==> src/rtl/dmem_arbiter_pkg.sv <==
// Shared definitions for the two-port data-memory arbiter:
// FSM state encoding, requester owner ids and the default memory depth.
package dmem_pkg;

    typedef enum logic [1:0] {
        IDLE   = 2'd0,
        ACCESS = 2'd1,
        RESP   = 2'd2
    } state_t;

    // Port 0 is the CPU load/store path, port 1 the DMA/debug loader.
    localparam logic OWNER_CPU = 1'b0;
    localparam logic OWNER_DMA = 1'b1;

    localparam int DEPTH_DEFAULT = 8;

endpackage

==> src/rtl/dmem_arbiter_if.sv <==
// Requester-side bundle for one arbiter port.
// Handshake: the requester raises req with we/addr/wdata stable and holds them
// until gnt pulses for one cycle; after gnt it may drop or change them freely.
// Exactly one cycle after gnt, rvalid pulses for one cycle with rdata/err
// valid only while rvalid is high (reads and writes both get a response).
interface dmem_arbiter_if #(
    parameter int ADDR_W = 32,
    parameter int DATA_W = 32
);
    logic              req;
    logic              we;
    logic [ADDR_W-1:0] addr;
    logic [DATA_W-1:0] wdata;
    logic              gnt;
    logic              rvalid;
    logic [DATA_W-1:0] rdata;
    logic              err;

    modport master (
        output req, we, addr, wdata,
        input  gnt, rvalid, rdata, err
    );

    modport slave (
        input  req, we, addr, wdata,
        output gnt, rvalid, rdata, err
    );
endinterface

==> src/rtl/dmem_arbiter_rr_arb2.sv <==
// Two-input arbiter. Default build is round-robin on a last_owner bit that
// starts at OWNER_DMA so port 0 wins the first tie. Defining
// DMEM_ARB_FIXED_PRI_EN switches to fixed priority (port 0 always wins) and
// removes the last_owner register.
module rr_arb2
    import dmem_pkg::*;
(
    input  logic clk,
    input  logic rst_n,
    input  logic req0,
    input  logic req1,
    input  logic update,   // a grant is being taken this cycle
    output logic any_req,
    output logic winner
);

    assign any_req = req0 | req1;

`ifdef DMEM_ARB_FIXED_PRI_EN
    logic unused_fixed;
    assign unused_fixed = clk ^ rst_n ^ update;

    // Port 0 wins whenever it asks.
    always_comb begin
        winner = req0 ? OWNER_CPU : OWNER_DMA;
    end
`else
    logic last_owner;

    // Remember who was granted last so a tie goes to the other port.
    always_ff @(posedge clk or negedge rst_n) begin
        if (!rst_n) begin
            last_owner <= OWNER_DMA;
        end else if (update) begin
            last_owner <= winner;
        end
    end

    // Tie goes to the port that is not last_owner; a sole requester wins.
    always_comb begin
        if (req0 && req1) begin
            winner = ~last_owner;
        end else if (req0) begin
            winner = OWNER_CPU;
        end else begin
            winner = OWNER_DMA;
        end
    end
`endif

endmodule

==> src/rtl/dmem_arbiter.sv <==
// Two-port arbiter and sequencer in front of the 8-word data memory.
// One access in flight: IDLE picks a winner, ACCESS drives the memory for one
// cycle (winner's gnt high), RESP returns the registered response with an
// rvalid pulse to the owner. Optional fixed priority via DMEM_ARB_FIXED_PRI_EN
// (handled inside rr_arb2).
module dmem_arbiter
    import dmem_pkg::*;
#(
    parameter int ADDR_W = 32,
    parameter int DATA_W = 32,
    parameter int DEPTH  = DEPTH_DEFAULT
) (
    input  logic              clk,
    input  logic              rst_n,
    dmem_arbiter_if.slave     r0,
    dmem_arbiter_if.slave     r1,
    output logic [ADDR_W-1:0] mem_address,
    output logic [DATA_W-1:0] mem_write_data,
    output logic              mem_read,
    output logic              mem_write,
    input  logic [DATA_W-1:0] mem_read_data,
    output state_t            dbg_state
);

    // One extra bit so DEPTH never truncates in the range compare.
    localparam logic [ADDR_W:0] DEPTH_L = (ADDR_W+1)'(DEPTH);

    state_t            state;
    logic              owner;
    logic              we_q;
    logic              in_range_q;
    logic [ADDR_W-1:0] addr_q;
    logic [DATA_W-1:0] wdata_q;
    logic [1:0]        gnt_q;
    logic [1:0]        rvalid_q;
    logic [DATA_W-1:0] rdata0_q;
    logic [DATA_W-1:0] rdata1_q;
    logic [1:0]        err_q;

    logic              any_req;
    logic              winner;
    logic              arb_update;
    logic              sel_we;
    logic [ADDR_W-1:0] sel_addr;
    logic [DATA_W-1:0] sel_wdata;
    logic              sel_in_range;
    logic [DATA_W-1:0] rd_val;

    assign arb_update = (state == IDLE) && any_req;

    rr_arb2 u_arb (
        .clk     (clk),
        .rst_n   (rst_n),
        .req0    (r0.req),
        .req1    (r1.req),
        .update  (arb_update),
        .any_req (any_req),
        .winner  (winner)
    );

    // Steer the winning port's request fields and classify its address.
    always_comb begin
        sel_we       = (winner == OWNER_DMA) ? r1.we    : r0.we;
        sel_addr     = (winner == OWNER_DMA) ? r1.addr  : r0.addr;
        sel_wdata    = (winner == OWNER_DMA) ? r1.wdata : r0.wdata;
        sel_in_range = ({1'b0, sel_addr} < DEPTH_L);
        rd_val       = (in_range_q && !we_q) ? mem_read_data : '0;
    end

    // Sequencer: all outputs are registered so the memory strobes are clean
    // one-cycle pulses and an async reset clears them immediately.
    always_ff @(posedge clk or negedge rst_n) begin
        if (!rst_n) begin
            state      <= IDLE;
            owner      <= OWNER_CPU;
            we_q       <= 1'b0;
            in_range_q <= 1'b0;
            addr_q     <= '0;
            wdata_q    <= '0;
            gnt_q      <= 2'b00;
            rvalid_q   <= 2'b00;
            rdata0_q   <= '0;
            rdata1_q   <= '0;
            err_q      <= 2'b00;
        end else begin
            case (state)
                IDLE: begin
                    if (any_req) begin
                        state      <= ACCESS;
                        owner      <= winner;
                        we_q       <= sel_we;
                        in_range_q <= sel_in_range;
                        addr_q     <= sel_addr;
                        wdata_q    <= sel_wdata;
                        gnt_q      <= (winner == OWNER_DMA) ? 2'b10 : 2'b01;
                    end
                end
                ACCESS: begin
                    // Memory write commits on this same edge; capture read data.
                    state    <= RESP;
                    gnt_q    <= 2'b00;
                    addr_q   <= '0;
                    wdata_q  <= '0;
                    rvalid_q <= (owner == OWNER_DMA) ? 2'b10 : 2'b01;
                    rdata0_q <= (owner == OWNER_CPU) ? rd_val : '0;
                    rdata1_q <= (owner == OWNER_DMA) ? rd_val : '0;
                    err_q    <= (owner == OWNER_DMA) ? {!in_range_q, 1'b0}
                                                     : {1'b0, !in_range_q};
                end
                RESP: begin
                    state    <= IDLE;
                    we_q     <= 1'b0;
                    rvalid_q <= 2'b00;
                    rdata0_q <= '0;
                    rdata1_q <= '0;
                    err_q    <= 2'b00;
                end
                default: begin
                    state <= IDLE;
                end
            endcase
        end
    end

    // Memory strobes are only live during ACCESS; address/data are zero otherwise.
    assign mem_address    = addr_q;
    assign mem_write_data = wdata_q;
    assign mem_read       = (state == ACCESS) && !we_q;
    assign mem_write      = (state == ACCESS) && we_q && in_range_q;

    assign r0.gnt    = gnt_q[0];
    assign r1.gnt    = gnt_q[1];
    assign r0.rvalid = rvalid_q[0];
    assign r1.rvalid = rvalid_q[1];
    assign r0.rdata  = rdata0_q;
    assign r1.rdata  = rdata1_q;
    assign r0.err    = err_q[0];
    assign r1.err    = err_q[1];

    assign dbg_state = state;

endmodule

==> src/flat_wrapper.sv <==
// flat-port wrapper written by rule: the top's interface ports become plain ports
module dmem_arbiter_flat import dmem_pkg::*;
#(
    parameter int ADDR_W = 32,
    parameter int DATA_W = 32,
    parameter int DEPTH  = DEPTH_DEFAULT
)
  (clk, rst_n, mem_address, mem_write_data, mem_read, mem_write, mem_read_data, dbg_state, r0_req, r0_we, r0_addr, r0_wdata, r0_gnt, r0_rvalid, r0_rdata, r0_err, r1_req, r1_we, r1_addr, r1_wdata, r1_gnt, r1_rvalid, r1_rdata, r1_err);
  dmem_arbiter_if #(.ADDR_W(ADDR_W), .DATA_W(DATA_W)) r0_i ();
  dmem_arbiter_if #(.ADDR_W(ADDR_W), .DATA_W(DATA_W)) r1_i ();
  input  logic clk;
  input  logic rst_n;
  output logic [ADDR_W-1:0] mem_address;
  output logic [DATA_W-1:0] mem_write_data;
  output logic mem_read;
  output logic mem_write;
  input  logic [DATA_W-1:0] mem_read_data;
  output state_t dbg_state;
  input wire logic [$bits(r0_i.req)-1:0] r0_req;
  input wire logic [$bits(r0_i.we)-1:0] r0_we;
  input wire logic [$bits(r0_i.addr)-1:0] r0_addr;
  input wire logic [$bits(r0_i.wdata)-1:0] r0_wdata;
  output wire logic [$bits(r0_i.gnt)-1:0] r0_gnt;
  output wire logic [$bits(r0_i.rvalid)-1:0] r0_rvalid;
  output wire logic [$bits(r0_i.rdata)-1:0] r0_rdata;
  output wire logic [$bits(r0_i.err)-1:0] r0_err;
  input wire logic [$bits(r1_i.req)-1:0] r1_req;
  input wire logic [$bits(r1_i.we)-1:0] r1_we;
  input wire logic [$bits(r1_i.addr)-1:0] r1_addr;
  input wire logic [$bits(r1_i.wdata)-1:0] r1_wdata;
  output wire logic [$bits(r1_i.gnt)-1:0] r1_gnt;
  output wire logic [$bits(r1_i.rvalid)-1:0] r1_rvalid;
  output wire logic [$bits(r1_i.rdata)-1:0] r1_rdata;
  output wire logic [$bits(r1_i.err)-1:0] r1_err;
  assign r0_i.req = r0_req;
  assign r0_i.we = r0_we;
  assign r0_i.addr = r0_addr;
  assign r0_i.wdata = r0_wdata;
  assign r0_gnt = r0_i.gnt;
  assign r0_rvalid = r0_i.rvalid;
  assign r0_rdata = r0_i.rdata;
  assign r0_err = r0_i.err;
  assign r1_i.req = r1_req;
  assign r1_i.we = r1_we;
  assign r1_i.addr = r1_addr;
  assign r1_i.wdata = r1_wdata;
  assign r1_gnt = r1_i.gnt;
  assign r1_rvalid = r1_i.rvalid;
  assign r1_rdata = r1_i.rdata;
  assign r1_err = r1_i.err;
  dmem_arbiter #(.ADDR_W(ADDR_W), .DATA_W(DATA_W), .DEPTH(DEPTH)) u_core (.clk(clk), .rst_n(rst_n), .r0(r0_i), .r1(r1_i), .mem_address(mem_address), .mem_write_data(mem_write_data), .mem_read(mem_read), .mem_write(mem_write), .mem_read_data(mem_read_data), .dbg_state(dbg_state));
endmodule
==> config.mk <==
export PLATFORM = sky130hd
export DESIGN_NAME = dmem_arbiter_flat
export DESIGN_NICKNAME = d
export VERILOG_FILES = /design/src/rtl/dmem_arbiter_pkg.sv /design/src/rtl/dmem_arbiter_if.sv /design/src/rtl/dmem_arbiter_rr_arb2.sv /design/src/rtl/dmem_arbiter.sv /design/src/flat_wrapper.sv
export SDC_FILE = /design/constraint.sdc
export NUM_CORES = 1
export LEC_CHECK = 0
export ABC_AREA = 1
export ABC_CLOCK_PERIOD_IN_PS = 2200
export CAP_MARGIN = 20
export CORE_MARGIN = 2
export CORE_UTILIZATION = 30
export DETAILED_ROUTE_END_ITERATION = 12
export PLACE_DENSITY_LB_ADDON = 0.12
export SLEW_MARGIN = 30
export SYNTH_ARGS = -nofsm -noshare
export SYNTH_HDL_FRONTEND = slang
export SYNTH_SLANG_ARGS = --single-unit
==> constraint.sdc <==
create_clock -name clk -period 2.2 [get_ports clk]
set_input_delay 0.44 -clock clk [delete_from_list [all_inputs] [get_ports clk]]
set_output_delay 0.44 -clock clk [all_outputs]
set_load 0.05 [all_outputs]
## Word level (Yosys, flattened, before mapping)

Index checks and enable logic that the tools add are counted.

- Add/subtract/negate cells: 0
- Multipliers: 0
- Divide/modulo/power cells: 0
- Magnitude comparators: 1
- Equal/unequal tests: 3
- Shift-type cells: 0
- Multiplexer cells: 25
- Bitwise operators: 2
- Reductions and logical operators: 15

Operators by type and width:

| cell | count |
|---|---|
| one-hot mux 32 bit (2 select lines) | 4 |
| 2-to-1 mux 32 bit | 7 |
| less-than comparator 32 x 4 -> 1 bit, second input constant | 1 |
| one-hot mux 2 bit (2 select lines) | 4 |
| 2-to-1 mux 2 bit | 5 |
| logical AND 1 bit | 6 |
| AND reduction 2 bit | 3 |
| nonzero test 2 bit | 3 |
| 2-to-1 mux 1 bit | 4 |
| == test 2 x 1 -> 1 bit, second input constant | 1 |
| == test 2 bit, second input constant | 1 |
| zero test 1 bit | 2 |
| zero test 2 bit | 1 |
| != test 2 x 1 -> 1 bit, second input constant | 1 |
| one-hot mux 1 bit (2 select lines) | 1 |
| NOT 1 bit | 1 |
| bitwise OR 1 bit | 1 |

- Bits in registers: 140
- Bits in latches: 0
- Bits in writable memories: 0
- Bits in read-only memories: 0
- Input bits: 166
- Output and inout port bits: 138
- Word-level logic and storage cells: 58
- Memories kept: 0

## Longest topological paths before layout

Gate-level depths: netlist of run 1.

- Depth in word-level cells: 5
- Gate-level depth with buffers: 12
- Gate-level depth less buffers: 11

## Modules after synthesis

A second synthesis of run 1 with hierarchy kept.

- Cell total of the unflattened synthesis: 762
- Area total of the unflattened synthesis: 6261.0 um2

By module, submodules not included:

| module | instances | cells each | area each (um2) | seq. area each (um2) |
|---|---|---|---|---|
| dmem_arbiter | 1 | 754 | 6203.4 | 3478.3 |
| rr_arb2 | 1 | 8 | 57.6 | 26.3 |

## Least setup slack after synthesis of run 1

Ideal clock, no wire load.

- Path type: reg2out
- Start: register u_core.state[1] (netlist: u_core.dbg_state[1])
- End: output port mem_read
- Data arrival time: 1.769 ns
- Data required time: 1.760 ns
- Path slack: -0.009 ns
- Cell stages (with the launch flop): 5
- Buffers on the path: 0
- Cell sequence: dfrtp_1 -> inv_1 -> ha_1 -> inv_1 -> nor2_1

- Word-level cells in the longest chain between the ends: 2

RTL lines:

| what | RTL line | text |
|---|---|---|
| start, declared | dmem_arbiter.sv:28 | `state_t state;` |
| start signal, assigned | dmem_arbiter.sv:74 | `state <= IDLE;` |
| start signal, assigned | dmem_arbiter.sv:89 | `state <= ACCESS;` |
| start signal, assigned | dmem_arbiter.sv:100 | `state <= RESP;` |
| == test 2 x 1 -> 1 bit | dmem_arbiter.sv:128 | `assign mem_read = (state == ACCESS) && !we_q;` |
| logical AND 1 bit | dmem_arbiter.sv:128 |  |
| end, declared | flat_wrapper.sv:15 | `output logic mem_read;` |

No other way between the ends.

## Worst setup path in the final report of run 1

- Start: register u_core.gnt_q[1]
- End: output port r1_gnt

RTL lines:

| what | RTL line | text |
|---|---|---|
| start, declared | dmem_arbiter.sv:34 | `logic [1:0] gnt_q;` |
| start signal, assigned | dmem_arbiter.sv:95 | `gnt_q <= (winner == OWNER_DMA) ? 2'b10 : 2'b01;` |
| end, declared | flat_wrapper.sv:31 | `output wire logic [$bits(r1_i.gnt)-1:0] r1_gnt;` |

No word-level cell between the ends.

==> impl_results.md, run 1 <==
- CP peak stage delay: 0.87 ns
- CP max FO: 2
- Storage cell area: 3505 sq um
- Fin Setup TNS: 0 ns
- Post-Route WL: 21.31 mm
- Sink Count: 140
- Fin crit share: 0.9417
- Initial DRC count: 229
- CP startpoint kind: flop
- Adder-Cell Fraction of Synth Area: 0.007938
- Clock transition at path regs: 0.06 ns
- Fin. Hold Viols: 2
- Avg WL per Cell: 16.27 microns
- Hold Path Class: primary input to async pin
- Distinct cells, synth: 26
- VDD IR max: 0.6405 mV
- Mapped Avg Cell Area: 8.684 sq um
- Final WS setup: 0.1282 ns
- Post-layout util: 0.4972
- Total power: 12.79 mW
- Die area: 22,190 sq um
- Synth warn: 0
- Synth Area in Simple Gates: 0.2155
- Vias in the first global route: 6,154
- Area growth from synthesis to final layout: 64.22%
- Worst clock skew: 0.01028 ns
- Starting Density: 0.3028
- Clock latency on the worst-skew pair: 0.41 ns
- Fillers: 2,069
- Cell Count, Final, Fillers Out: 1,310
- CP top delay family: buffers and inverters
- Multiplexer area fraction after synthesis: 0
- Largest net degree at the start of global routing: 69
- Crit path kind: flop to primary output
- Failing checks: hold timing
- Antenna viol nets, final: 0
- Final Max Slew Viols: 0
- Largest family of logic cells by synthesized area: simple AND/OR/NAND/NOR gates
- Placed Cells incl. Taps: 1,278
- Total GRT Usage: 0.1936
- Via Count: 5,978
- #FFs+latches synth: 140
- Complex-gate fraction of the synthesized area: 0.1217
- Initial antenna violation count: 1
- Vias/cell: 4.563
- CTS tree: yes
- Post-synthesis sequential area ratio: 0.5559
- Hold Worst Slack: -0.005931 ns
- Post-CTS Setup Inserts: 0
- P per Cell Area: 1235 nW/um^2
- RSZ-0062 raised after global routing: false
- Syn Nets: 896
- XOR/XNOR Fraction of Synth Area: 0
- Layout cells sized above 1: 0.06763
- First-pass DRT Iterations: 4
- Total core area: 20,820 sq um
- Cell area after layout: 10,350 sq um
- Actual slew at the worst max-slew pin: 0.8435 ns
- Number of port buffers: 303
- Crit path required time: 1.76 ns
- Post-Syn Area: 6305 sq um
- Worst-case clock buffer depth: 2
- Synthesized instance count: 726
- Area of the multi-input gates: 2188 sq um
- Die Width: 149.0 microns
- Final HPWL DP: 15.09 mm
- Critical Path AT: 1.63 ns
- Fmax: 0.4827 GHz
- Dpl ws: -0.1669 ns
- Crit path cell chain: clkdlybuf4s50_1
- GPL Wtd Cong: 0.7849
- Placed Instance Area: 9756 sq um
- DRC Markers: 0
- Clock Tree Root: clkbuf_16
- Crit path time final: 2.072 ns
- H-tree depth: 4
- IO Count: 304
- Die Ht: 149.0 microns
- R2R cell count: 6
- Final setup viols: 0
- Outcome: finished, violations left
- Post-CTS Hold Buffers: 0
- Max stage delay cell, worst path: clkdlybuf4s50_1
- Number of stages on the worst setup path: 1
- Crit. End Element: primary output
- Global-route wire length before repair: 33.62 mm
- CTS Buf Count: 17
- Site row count: 53
- Leak: 4.455 nW
- Slew headroom: 0.4363
- Buf/Inv on CP: 1
- Overflow after GRT: 0
- Nets: 1,192
- Max Cap Viol: 0
- # diodes: 0
## cells in the mapped netlist
cell type	count	area [sq um]
nand3_1	92	460.4
ha_1	4	50.05
a21oi_1	1	5.000
nand2_2	1	6.260
clkinv_1	1	3.750
a221oi_1	1	8.760
buf_4	3	22.52
nor2_4	1	11.26
a22o_1	7	61.31
buf_2	16	80.08
o21ai_0	38	190.2
nor2_1	16	60.06
o21ai_1	1	5.000
nand2_4	1	11.26
o21ai_4	1	16.27
o22ai_1	66	412.9
buf_6	3	33.78
clkbuf_1	26	97.59
buf_1	1	3.750
dfstp_2	1	26.28
nor2_2	1	6.260
dfrtp_1	139	3478
nand3b_1	20	150.1
nand2_1	174	653.1
a22oi_1	9	67.56
inv_1	102	382.9
## cells in the final DEF, fill, tap and decap left out, drive strengths merged, types with 7 or more instances in the layout
master,netlist,layout
o22ai,66,66
a22o,7,7
clkdlybuf4s50,0,299
clkbuf,26,20
a22oi,9,9
nand3,92,92
nor2,18,18
inv,102,104
nand2,176,176
dfrtp,139,139
o21ai,40,40
buf,23,27
nand3b,20,20
## power breakdown
part           switching (mW)  total [mW]  leakage (nW)  internal, mW
combinational            4.29        6.43          2.30          2.14
sequential              0.322        3.47          1.87          3.15
clock                    1.15        2.89         0.283          1.74
## sequential cells by signal, summed over array words and instances (netlist names)
register and flops:
u_core.in_range_q 1, u_core.r0.rdata 32, u_core.we_q 1, u_core.gnt_q 2, u_core.u_arb.last_owner 1, u_core.r1.rdata 32
u_core.err_q 2, u_core.owner 1, u_core.mem_address 32, u_core.mem_write_data 32, u_core.rvalid_q 2, u_core.dbg_state 2
## repair_timing
action / in CTS / in global routing
pin swaps: 0 / 0
endpoints found under the setup margin: 1 / 1
resized for setup: 1 / 1
## metal layers
metal / wire [microns] / global-route usage
met1: 8998 / 0.2435
met2: 10230 / 0.3145
met3: 1739 / 0.07339
met4: 327 / 0.04952
met5: 13 / 0
## worst paths after layout
path                                    startpoint                   endpoint  slack, ns
setup / recovery                   u_core.gnt_q[1]                     r1_gnt       0.13
hold / removal                               rst_n         u_core.r0.rdata[4]     -0.006
setup reg to reg           u_core.u_arb.last_owner  u_core.mem_write_data[26]       0.31
hold reg to reg                    u_core.gnt_q[0]            u_core.gnt_q[0]       0.47
max in group asynchronous                    rst_n     u_core.mem_address[26]       1.53
min in group clk                   u_core.gnt_q[0]            u_core.gnt_q[0]       0.47
## layout make-up
cell class / instances / area share
sequential: 140 / 0.3385
multi-input combinational: 434 / 0.2114
inverter: 103 / 0.03734
tap: 275 / 0.03323
clock inverter: 12 / 0.01317
timing repair buffer: 326 / 0.3223
clock buffer: 20 / 0.04411
## logic make-up after synthesis
kind of cell / count (synthesis)
simple gates: 306
buf+inv: 152
flops: 140
compound gates: 124
fa+ha+maj: 4
(Power assumes the default switching activity.)
==> run 2: changes to the inputs <==
CAP_MARGIN = default   (was 20)
==> results of run 2 <==
No change in the layout: final DEF, timing and power equal those of run 1.
